[src/rtl/mux2_stream_arb.sv]
// rtl/mux2_stream_arb.sv - two-to-one round-robin stream merger with source tag and per-channel counters
module mux2_stream_arb #(
    parameter int W  = 16,
    parameter int CW = 8
) (
    input  logic          clk,
    input  logic          rst,
    input  logic [W-1:0]  in_data_0,
    input  logic          in_valid_0,
    output logic          in_ready_0,
    input  logic [W-1:0]  in_data_1,
    input  logic          in_valid_1,
    output logic          in_ready_1,
    output logic [W-1:0]  out_data,
    output logic          out_select,
    output logic          out_valid,
    input  logic          out_ready,
    output logic [CW-1:0] count_0,
    output logic [CW-1:0] count_1
);

    typedef enum logic {EMPTY = 1'b0, FULL = 1'b1} state_t;

    state_t        state_q, state_d;
    logic [W-1:0]  data_q, data_d;
    logic          sel_q, sel_d;
    logic          last_q, last_d;
    logic [CW-1:0] cnt0_q, cnt0_d;
    logic [CW-1:0] cnt1_q, cnt1_d;

    logic can_load;
    logic grant_0;
    logic grant_1;

    // Grants look only at the valids and the pointer, never at data.
    assign can_load   = (state_q == EMPTY) | out_ready;
    assign grant_0    = in_valid_0 & (~in_valid_1 | last_q);
    assign grant_1    = in_valid_1 & (~in_valid_0 | ~last_q);
    assign in_ready_0 = can_load & grant_0;
    assign in_ready_1 = can_load & grant_1;

    always_comb begin
        state_d = state_q;
        data_d  = data_q;
        sel_d   = sel_q;
        last_d  = last_q;
        cnt0_d  = cnt0_q;
        cnt1_d  = cnt1_q;
        if (in_ready_0 && in_valid_0) begin
            state_d = FULL;
            data_d  = in_data_0;
            sel_d   = 1'b0;
            last_d  = 1'b0;
            cnt0_d  = cnt0_q + 1'b1;
        end else if (in_ready_1 && in_valid_1) begin
            state_d = FULL;
            data_d  = in_data_1;
            sel_d   = 1'b1;
            last_d  = 1'b1;
            cnt1_d  = cnt1_q + 1'b1;
        end else if (state_q == FULL && out_ready) begin
            // Drain with no refill: the word stays visible but is no longer valid.
            state_d = EMPTY;
        end
    end

    always_ff @(posedge clk or posedge rst) begin
        if (rst) begin
            state_q <= EMPTY;
            data_q  <= '0;
            sel_q   <= 1'b0;
            last_q  <= 1'b1;
            cnt0_q  <= '0;
            cnt1_q  <= '0;
        end else begin
            state_q <= state_d;
            data_q  <= data_d;
            sel_q   <= sel_d;
            last_q  <= last_d;
            cnt0_q  <= cnt0_d;
            cnt1_q  <= cnt1_d;
        end
    end

    assign out_valid  = (state_q == FULL);
    assign out_data   = data_q;
    assign out_select = sel_q;
    assign count_0    = cnt0_q;
    assign count_1    = cnt1_q;

endmodule

[config.mk]
export PLATFORM = sky130hd
export DESIGN_NAME = mux2_stream_arb
export DESIGN_NICKNAME = d
export VERILOG_FILES = /design/src/rtl/mux2_stream_arb.sv
export SDC_FILE = /design/constraint.sdc
export NUM_CORES = 1
export LEC_CHECK = 0
export BUFFER_PORTS_ARGS = -buffer_cell sky130_fd_sc_hd__buf_2
export CAP_MARGIN = 20
export CORE_MARGIN = 8
export CORE_UTILIZATION = 42
export DETAILED_ROUTE_END_ITERATION = 16
export GPL_ROUTABILITY_DRIVEN = 0
export PLACE_DENSITY = 0.86
export SYNTH_ARGS = -nofsm -noshare
export SYNTH_HDL_FRONTEND = slang
export SYNTH_SLANG_ARGS = --single-unit
[constraint.sdc]
create_clock -name clk -period 1.3 [get_ports clk]
set_input_delay 0.065 -clock clk [delete_from_list [all_inputs] [get_ports clk]]
set_output_delay 0.065 -clock clk [all_outputs]
set_load 0.005 [all_outputs]
# Word level (Yosys, flattened, before mapping)
# Cells that the tools add are included.
[word_totals]
register_bits = 35
input_bits = 37
out_inout_bits = 36
elab_cells = 33
[classes]
add_sub_neg = 2
muxes = 7
bitwise = 12
reduce_logical = 6
[op_table]
columns = ["cell", "count"]
rows = [
  ["16-bit two-way mux", 2],
  ["8-bit by 1-bit adder with 8-bit output (second input constant)", 2],
  ["1-bit two-way mux", 5],
  ["1-bit inverter", 5],
  ["1-bit AND", 4],
  ["1-bit logical AND", 3],
  ["1-bit bitwise OR", 3],
  ["3-bit nonzero test", 1],
  ["2-bit AND reduction", 1],
  ["2-bit nonzero test", 1],
]

# Depth between registers and ports, before layout
[depth]
depth_word = 7
mapped_depth = 6
ltp_nobuf = 5

# Worst setup path before layout
# Ideal clock, no wire load.
[synth_path]
path_kind = "reg2reg"
from = "register last_q"
to = "register cnt1_q[1], in the netlist count_1[1]"
setup_ns = 0.125
t_arrival_ns = 1.134
required_ns = 1.175
slack_ns = 0.041
stages_incl_launch_ff = 5
n_path_buf = 1
period_less_slack_ns = 1.259
cell_sequence = "dfstp_2 nand2_1 and3_4 buf_6 mux2_4"
[synth_via]
elab_chain_len = 6
elab_cells_between_ends = 11
classes_between = "8 x bitwise; 3 x reduce/logical"
[synth_rtl]
columns = ["element", "line_no", "rtl"]
rows = [
  ["from (decl)", "27", "logic last_q, last_d;"],
  ["from (signal assigned)", "79", "last_q <= last_d;"],
  ["1-bit inverter", "38", "assign grant_1 = in_valid_1 & (~in_valid_0 | ~last_q);"],
  ["1-bit bitwise OR", "38", ""],
  ["1-bit AND", "38", ""],
  ["1-bit AND", "40", "assign in_ready_1 = can_load & grant_1;"],
  ["via in_ready_1", "13", "output logic in_ready_1,"],
  ["1-bit logical AND", "55", "end else if (in_ready_1 && in_valid_1) begin"],
  ["2-bit AND reduction (no line)", "-", ""],
  ["to (signal assigned)", "81", "cnt1_q <= cnt1_d;"],
  ["to (decl)", "29", "logic [CW-1:0] cnt1_q, cnt1_d;"],
]
# The timed path passes the listed nets, and every way through them passes these cells.
# A chain may end at the register's enable or synchronous reset.

# Worst setup path in the final report
[layout_path]
from = "register last_q"
to = "register cnt0_q[4], in the netlist count_0[4]"
[layout_via]
elab_chain_len = 4
[layout_rtl]
columns = ["element", "line_no", "rtl"]
rows = [
  ["1-bit bitwise OR", "37", "assign grant_0 = in_valid_0 & (~in_valid_1 | last_q);"],
  ["1-bit AND", "37", ""],
  ["1-bit AND", "39", "assign in_ready_0 = can_load & grant_0;"],
  ["1-bit logical AND", "49", "if (in_ready_0 && in_valid_0) begin"],
  ["to (signal assigned)", "80", "cnt0_q <= cnt0_d;"],
  ["to (decl)", "28", "logic [CW-1:0] cnt0_q, cnt0_d;"],
]
# No other way between the ends.

==> metrics.md <==
| Metric | Value |
|---|---|
| Die H | `78.31 um` |
| Antenna Cells | `0` |
| Drt initial violations | `65` |
| Status | `complete, but fails checks` |
| Vias in the first global route | `1513` |
| Final Hold Viols | `0` |
| Row cnt | `22` |
| P&R area growth vs syn | `45.97%` |
| Synth warn | `0` |
| Clk_lat worst skew | `270 ps` |
| Yosys cell types | `24` |
| Number of vias in the routed layout | `1416` |
| Fmax | `676.0 MHz` |
| CTS root buffer | `clkbuf_8` |
| Slew margin rel. | `0.8413` |
| Pre-CTS setup slack | `-81.05 ps` |
| Die area | `6132 um2` |
| Req. time, crit path | `1460 ps` |
| Worst Skew | `4.307 ps` |
| Syn Inst Count | `155` |
| Port Buffer Count | `72` |
| Power per cell area | `1442 nW/um2` |
| Hold/Removal Path Class | `in2reg` |
| Routed WL | `4.463 mm` |
| Final slew viol count | `0` |
| Crit path time final | `1479 ps` |
| Final Power | `3432 uW` |
| Vias per Instance | `4.800` |
| Maximum buffer depth of the clock tree | `2` |
| Fin crit share | `1.138` |
| Share of flip-flops with an asynchronous set or reset | `1.000` |
| Peak fanout along the critical path | `4` |
| Synth Area per Inst | `10.52 um2` |
| Crit path to | `count_0[4]` |
| Tot GR Track Use | `0.1424` |
| Crit path arrival time | `1640 ps` |
| CTS buffer count | `5` |
| Worst r2r src | `last_q` |
| I/O pins | `73` |
| Largest net degree at the start of global routing | `33` |
| DRT Pass-1 Iters | `4` |
| CTS sink cnt | `35` |
| RSZ-0062 raised after global routing | `true` |
| Most common cell after layout, fill and taps aside | `buf_2` |
| Mean routed wirelength per cell | `15.13 um` |
| Final routed DRC violation total | `0` |
| Reg-to-reg endpoint | `count_0[4]` |
| Failing checks | `setup timing` |
| CTS tree | `yes` |
| Least-Margin Pin Slew | `238.1 ps` |
| Worst Setup SP | `last_q` |
| Worst R2R Setup Slack | `-180 ps` |
| Most frequent cells in the layout | `buf_2 (70), dfrtp_1 (34), nand2_1 (23)` |
| M2 GR Usage | `0.2486` |
| Main synth FF type | `dfrtp_1` |
| Worst Setup Start Kind | `flip-flop` |
| Post-Synthesis Cell Area | `1630 um2` |
| H-tree Lvls | `2` |
| GRT overflow | `0` |
| Syn Nets | `194` |
| Synth area leader | `dfrtp_1` |
| First-pass GRT wire length | `7.093 mm` |
| Final worst slack | `-179.4 ps` |
| Detail Route Antenna Nets | `0` |
| R2r worst-path depth | `7` |
| Crit. End Element | `flip-flop` |
| Post-DP HPWL | `3.066 mm` |
| Share of cells above drive strength 1 | `0.5061` |
| Final net count | `285` |
| Initial antenna violation count | `0` |
| Register area share after synthesis | `0.5380` |
| Worst-path clk slew | `70 ps` |
| Die width | `78.31 um` |
| M1 GR Usage | `0.1576` |
| Top cells by area, synth | `dfrtp_1 (52%), nand2_2 (6.9%), xnor2_1 (6.4%)` |
| Final setup fails | `16` |
| Crit path kind | `reg2reg` |
| Grt peak-use layer | `met2` |
| Grt met3 use | `0.04784` |
| Number of synthesized flops with an enable pin | `0` |
| Lkg Pwr | `0.001211 uW` |
| Number of max-cap violations | `0` |
| Core area | `3689 um2` |
| Seq cells post-synth | `35` |
| Top cell type's share of synthesized area | `0.5219` |
| Max VDD drop | `831.8 uV` |
| Initial Util | `0.4420` |
-- critical path, stage by stage (launching register included) --
cell and delay, ps:
dfstp_2 540, nand2b_4 130, nand3_4 70, clkinv_4 70, buf_6 110, buf_4 110, nand4_1 150, xnor2_1 180
-- area by class of cell --
class,count,area [um2]
multi-input combinational,110,734.5
clock buffer,7,76.32
fill,312,1309
clock inverter,1,5.005
timing repair buffer,92,614.3
sequential,35,877.1
tap,48,60.06
inverter,2,12.51
-- sequential cells by signal, indices dropped and copies added (netlist names) --
signal      cells
count_1         8
out_valid       1
out_select      1
count_0         8
last_q          1
out_data       16
-- stage by stage --
stage	hold slack [ps]	setup TNS [ps]	utilization	instance area [um2]	cells
final	30.03	-1286	0.6452	2380	295
after global routing	31.79	-2819	0.6452	2380	295
after CTS	19.76	-1370	0.6231	2298	291
after detailed placement	-31.35	-1011	0.5577	2057	273
after global placement	-37.19	-383.3	0.5577	2057	273
after floorplan	164.7	0	-	1630	155
-- worst min path at each step --
stage | endpoint | from | slack, ps | depth (start not counted)
CTS | out_data[0] | in_data_1[0] | 20 | 3
floorplan | out_valid | in_valid_1 | 160 | 2
global placement | count_0[5] | rst | -40 | 2
finish | out_data[0] | in_data_0[0] | 30 | 3
global route | out_data[0] | in_data_1[0] | 30 | 3
detailed placement | count_0[5] | rst | -30 | 2
-- report_power, final --
part,internal (uW),total (uW),switching [uW]
Sequential,1350,1600,249
Combinational,596,1090,496
Clock,376,743,367
-- repair_timing --
item,CTS,global route
gates resized for setup,8,12
cloned,1,0
endpoints found under the setup margin,19,28
pin swaps,19,14
buffers inserted,9,5
hold endpoints to repair,34,0
hold buffers,1,0
-- synth_stat cells, types with 2 or more instances --
cell	count
nor2_1	17
nand2_1	23
xor2_1	2
ha_1	2
nand4_1	7
dfrtp_1	34
a31oi_1	16
xnor2_1	12
buf_12	2
a21o_1	2
and3_1	4
nand2_2	18
buf_2	5
-- cell families after synthesis --
group | count (synthesis) | share of synthesized area
AOI/OAI and AO/OA | 19 | 0.07521
xor gates and xnor gates | 14 | 0.07521
adders and majority gates | 2 | 0.01535
buffers and inverters | 10 | 0.05295
DFF | 35 | 0.5380
muxes | 1 | 0.009207
and+or+nand+nor | 74 | 0.2341
-- per-layer routing --
metal | up-vias | wire length (um)
li1 | 701 | -
met1 | 667 | 1795
met2 | 46 | 2318
met3 | 2 | 312
met4 | 0 | 37
met5 | - | 0
(Power assumes the default switching activity.)
